## src/rtl/bitserial_mac_ctrl.sv

```systemverilog
// bitserial_mac_ctrl -- weight bit-column sequencer for a bit-serial MAC (LSB first, overlapped tiles).
// Optional macro BITSERIAL_ZERO_COL_SKIP_EN: skip columns whose col_nz_mask bit is clear.
`default_nettype none

module bitserial_mac_ctrl #(
  parameter int MAX_BITS = 8
) (
  input  logic       clk,
  input  logic       reset,
  input  logic       start,
  input  logic [2:0] prec,
  input  logic [7:0] col_nz_mask,
  input  logic       stall,
  output logic       start_ready,
  output logic       en,
  output logic       load_accum,
  output logic [2:0] column_idx,
  output logic       is_msb,
  output logic       w_rd_en,
  output logic       busy,
  output logic       out_valid
);

  typedef enum logic [1:0] {
    IDLE  = 2'd0,
    ISSUE = 2'd1,
    DRAIN = 2'd2
  } state_t;

  state_t     state, state_n;
  logic [2:0] col, col_n;
  logic [2:0] prec_l, prec_l_n;
  logic [7:0] mask_l, mask_l_n;
  logic       first, first_n;
  logic       chained, chained_n;
  logic       load_pend, load_pend_n;
  logic       ov_pend, ov_pend_n;

  logic [2:0] prec_in;
  logic [7:0] cols_in;
  logic [7:0] cols_l;
  logic [7:0] rem;
  logic       last_col;
  logic       accept;

  function automatic logic [7:0] col_limit(input logic [2:0] p);
    for (int i = 0; i < 8; i++) col_limit[i] = (i <= int'(p));
  endfunction

  function automatic logic [2:0] lowest(input logic [7:0] m);
    lowest = 3'd0;
    for (int i = 7; i >= 0; i--) if (m[i]) lowest = 3'(i);
  endfunction

  assign prec_in = (int'(prec) >= MAX_BITS) ? 3'(MAX_BITS - 1) : prec;

`ifdef BITSERIAL_ZERO_COL_SKIP_EN
  assign cols_in = col_limit(prec_in) & col_nz_mask;
  assign cols_l  = col_limit(prec_l) & mask_l;
`else
  logic unused_mask;
  assign unused_mask = ^mask_l;
  assign cols_in = col_limit(prec_in);
  assign cols_l  = col_limit(prec_l);
`endif

  // Columns still to be issued after the current one; empty means this is the last.
  assign rem      = cols_l & (8'hFF << (4'(col) + 4'd1));
  assign last_col = (rem == 8'd0);

  assign start_ready = !stall && ((state == IDLE) || (state == DRAIN) ||
                                  ((state == ISSUE) && last_col));
  assign accept      = start && start_ready;
  assign busy        = (state != IDLE);
  assign load_accum  = load_pend && !stall;
  assign out_valid   = ov_pend && !stall;

  always_comb begin
    state_n     = state;
    col_n       = col;
    prec_l_n    = prec_l;
    mask_l_n    = mask_l;
    first_n     = first;
    chained_n   = chained;
    load_pend_n = load_pend;
    ov_pend_n   = ov_pend;
    en          = 1'b0;
    w_rd_en     = 1'b0;
    column_idx  = 3'd0;
    is_msb      = 1'b0;

    case (state)
      ISSUE: begin
        en         = !stall;
        w_rd_en    = !stall;
        column_idx = col;
        is_msb     = (col == prec_l);
      end
      DRAIN:   en = !stall;
      default: ;
    endcase

    if (!stall) begin
      load_pend_n = (state == ISSUE) && first;
      // The next tile's first issue cycle stands in for the drain of a chained tile.
      ov_pend_n   = (state == DRAIN) || ((state == ISSUE) && first && chained);
      first_n     = 1'b0;
      case (state)
        IDLE: if (accept) state_n = ISSUE;
        ISSUE: begin
          if (!last_col) begin
            col_n = lowest(rem);
          end else if (!accept) begin
            state_n = DRAIN;
            col_n   = 3'd0;
          end
        end
        DRAIN: state_n = accept ? ISSUE : IDLE;
        default: state_n = IDLE;
      endcase
      if (accept) begin
        col_n     = lowest(cols_in);
        prec_l_n  = prec_in;
        mask_l_n  = col_nz_mask;
        first_n   = 1'b1;
        chained_n = (state == ISSUE);
      end
    end
  end

  always_ff @(posedge clk or posedge reset) begin
    if (reset) begin
      state     <= IDLE;
      col       <= 3'd0;
      prec_l    <= 3'd0;
      mask_l    <= 8'd0;
      first     <= 1'b0;
      chained   <= 1'b0;
      load_pend <= 1'b0;
      ov_pend   <= 1'b0;
    end else begin
      state     <= state_n;
      col       <= col_n;
      prec_l    <= prec_l_n;
      mask_l    <= mask_l_n;
      first     <= first_n;
      chained   <= chained_n;
      load_pend <= load_pend_n;
      ov_pend   <= ov_pend_n;
    end
  end

endmodule

`default_nettype wire

```

## config.mk

```make
export PLATFORM = sky130hd
export DESIGN_NAME = bitserial_mac_ctrl
export DESIGN_NICKNAME = d
export VERILOG_FILES = /design/src/rtl/bitserial_mac_ctrl.sv
export SDC_FILE = /design/constraint.sdc
export NUM_CORES = 1
export LEC_CHECK = 0
export BUFFER_PORTS_ARGS = -buffer_cell sky130_fd_sc_hd__buf_2
export CAP_MARGIN = 40
export CORE_ASPECT_RATIO = 1.4
export CORE_UTILIZATION = 47
export DETAILED_ROUTE_END_ITERATION = 7
export PLACE_DENSITY = 0.75
export SYNTH_ARGS = -nofsm -noshare
export SYNTH_HDL_FRONTEND = slang
export SYNTH_SLANG_ARGS = --single-unit
```

## constraint.sdc

```tcl
create_clock -name clk -period 2 [get_ports clk]
set_clock_uncertainty 0.15 [all_clocks]
set_input_delay 0.2 -clock clk [delete_from_list [all_inputs] [get_ports clk]]
set_output_delay 0.2 -clock clk [all_outputs]
set_load 0.01 [all_outputs]
```

==> metrics.yaml <==
outcome:
  status: "complete, but fails checks"
  violations: "negative setup slack"
placement:
  gp_congestion: 0.741
  dp_hpwl_mm: 1.75
  placed_cell_area_mm2: 0.00121
  io_buffers: 16
cts:
  cts.sinks: 12
  cts_buffers: 3
  insertion_delay_ps: 280
  cts.clk_slew.worst_paths_ps: 80
  cts.path.max_buffers: 2
  cts_tree: "built"
  cts_max_level: 1
  cts-root-buf: "clkbuf_4"
die:
  die_x_um: 40.6
  core-area_mm2: 0.00197
  placementRows: 19
  dieArea_mm2: 0.00228
  io_pins: 25
  die_h_um: 56.1
  start_util: 0.497
setup_path:
  crit_cells: 6
  start_kind: "flip-flop"
  cpPeakStageDelay_ps: 470
  cp-end-kind: "output pin"
  path_buf_inv: 1
  cp.required_ps: 1650
  cp_max_fo: 4
  cp_slowest_cell: "dfrtp_2"
  cp_cell_sequence: "ha_4 > or3_4 > o211ai_1 > o22ai_4 > o22ai_1 > buf_2"
  crit_arrival_ps: 2020
  path_class: "reg -> out"
  r2r.worst_path.cells: 6
  crit_family: "compound AO/OA/AOI/OAI gates"
drt:
  firstDrtPassIters: 4
  dr.first_iter.drc_count: 27
  drc: 0
  viasPerCell: 5.60
  vias: 941
  ant_nets: 0
  post_drt_wl_per_cell_um: 15.2
  routed_wl_mm: 2.56
synthesis:
  syn_area_um2: 981
  synthArstFlopShare: 1.00
  syn_avg_cell_area_um2: 8.84
  yosysUniqueCellTypes: 41
  synthTopCellsByCount: "dfrtp_1 (12), nor2_1 (12), inv_1 (9)"
  yosysTopAreaCell: "dfrtp_1"
  synthFlopType: "dfrtp_1"
  yosysSeqAreaShare: 0.306
  synth_seq_cells: 12
  synthCells: 111
  ys_warn_count: 0
  synth-edff-count: 0
  synth_top_area_frac: 0.306
  netlist_top_cells_area: "dfrtp_1 (31%), ha_1 (8.9%), mux2_4 (4.6%)"
  mappedNetlistNets: 133
finish:
  insertedDiodeCount: 0
  nFillCells: 148
  multi_input_area_um2: 711
  areaGrowthSynthToFinish_pct: 40.4
  seqCellArea_um2: 303
  postLayoutCellArea_mm2: 0.00138
  drive_above_1_share: 0.422
  layout.nets: 170
power:
  peakVddDrop_uv: 765
  powerDensity_mw_per_mm2: 1460
  p_leak_nw: 0.639
global_route:
  grt_pass1_vias: 906
  grt_pass1_wl_mm: 3.88
  grt_max_degree: 14
  grt.total_usage: 0.242
  grt_antenna_before_repair: 0
  overflow: 0
sta:
  finalCritPeriodShare: 1.18
  slew_violations: 0
  finalCriticalPeriod_ps: 2370
  fmax_mhz: 422
  finalSetupViolations: 10
  setup_slack_ps: -367
  rsz0062_at_grt: "yes"
  hold_viol: 0
  relSlewSlack: 0.681
  hold_ws_ps: 11.3
  tightest_slew_ps: 479
  fin_tns_setup_ps: -2080
flow_run:
  max_cap_viol_count: 0
min_path:
  hp-class: "in -> reg"
  hold_depth: 2
layer usage:
layer | global-route usage | up-vias | share of wire
met3 | 0.0120 | 7 | 0.024
met5 | 0 | - | 0
met4 | 0.100 | 0 | 0.023
met1 | 0.296 | 448 | 0.38
li1 | - | 459 | -
met2 | 0.410 | 27 | 0.57
report_power, final:
| part | internal (mW) | switching (mW) | total, mW |
|---|---|---|---|
| Sequential | 0.336 | 0.128 | 0.464 |
| Combinational | 0.670 | 0.679 | 1.35 |
| Clock | 0.111 | 0.0877 | 0.199 |
worst register-to-register path: cells and delay by family (launching register included):
| family | cells | cell delay (ps) |
|---|---|---|
| compound gates | 3 | 730 |
| fa+ha+maj | 1 | 180 |
| flops | 1 | 470 |
| mux | 1 | 330 |
| simple gates | 1 | 330 |
worst paths after layout:
| kind | startpoint | to | slack, ps |
|---|---|---|---|
| worst min register to register | ov_pend | ov_pend | 330 |
| worst max register to register | col[1] | prec_l[1] | -300 |
| min in group asynchronous | reset | prec_l[0] | 330 |
| worst max-delay path | col[1] | start_ready | -370 |
| worst min-delay path | prec[0] | prec_l[0] | 10 |
| max in group asynchronous | reset | col[1] | 1030 |
state kept, by name, summed over array words and instances, names as in the netlist:
name,cells
chained,1
load_pend,1
prec_l,3
ov_pend,1
state,2
col,3
first,1
metrics by stage:
step	util	power, mW	instances	worst slack, ps
3_3_place_gp	0.614	1.52	156	-165
5_1_grt	0.698	2.15	168	-420
2_1_floorplan	-	1.24	111	-145
6_report	0.698	2.01	168	-367
3_5_place_dp	0.614	1.57	156	-239
4_1_cts	0.664	1.85	165	-333
kinds of logic after synthesis:
family | Yosys count | synth area share
AND/OR/NAND/NOR | 39 | 0.204
AO/OA/AOI/OAI | 28 | 0.221
buffers and inverters | 16 | 0.0689
flip-flops | 12 | 0.306
adder cells (fa/ha/maj) | 8 | 0.0995
multiplexers | 4 | 0.0574
XOR/XNOR | 4 | 0.0434
area by class of cell:
| type | count | area share |
|---|---|---|
| Clock buffer | 4 | 0.0263 |
| Sequential cell | 12 | 0.220 |
| Inverter | 9 | 0.0245 |
| Multi-Input combinational cell | 83 | 0.516 |
| Tap cell | 21 | 0.0191 |
| Timing Repair Buffer | 39 | 0.194 |
placed cells by master (no fill, tap or decap), drive strengths merged, types with 2 or more instances in the layout:
cell type	count
a21oi	7
nor2b	3
xor2	2
o21ai	5
clkbuf	4
inv	9
nand2	8
o22ai	3
dlygate4sd3	3
o41ai	2
o21a	3
ha	7
or3	2
buf	36
xnor2	2
dfrtp	12
nand2b	2
mux2	4
and2	4
nor2	12
what timing repair did:
| item | 4_1_cts | 5_1_grt |
|---|---|---|
| pin swaps | 4 | 8 |
| endpoints found under the setup margin | 9 | 11 |
| gates resized for setup | 3 | 10 |
| buffers inserted | 2 | 4 |
| hold endpoints to repair | 14 | 0 |
| hold buffers | 3 | 0 |
No activity file was read; power rests on OpenSTA's default activity.
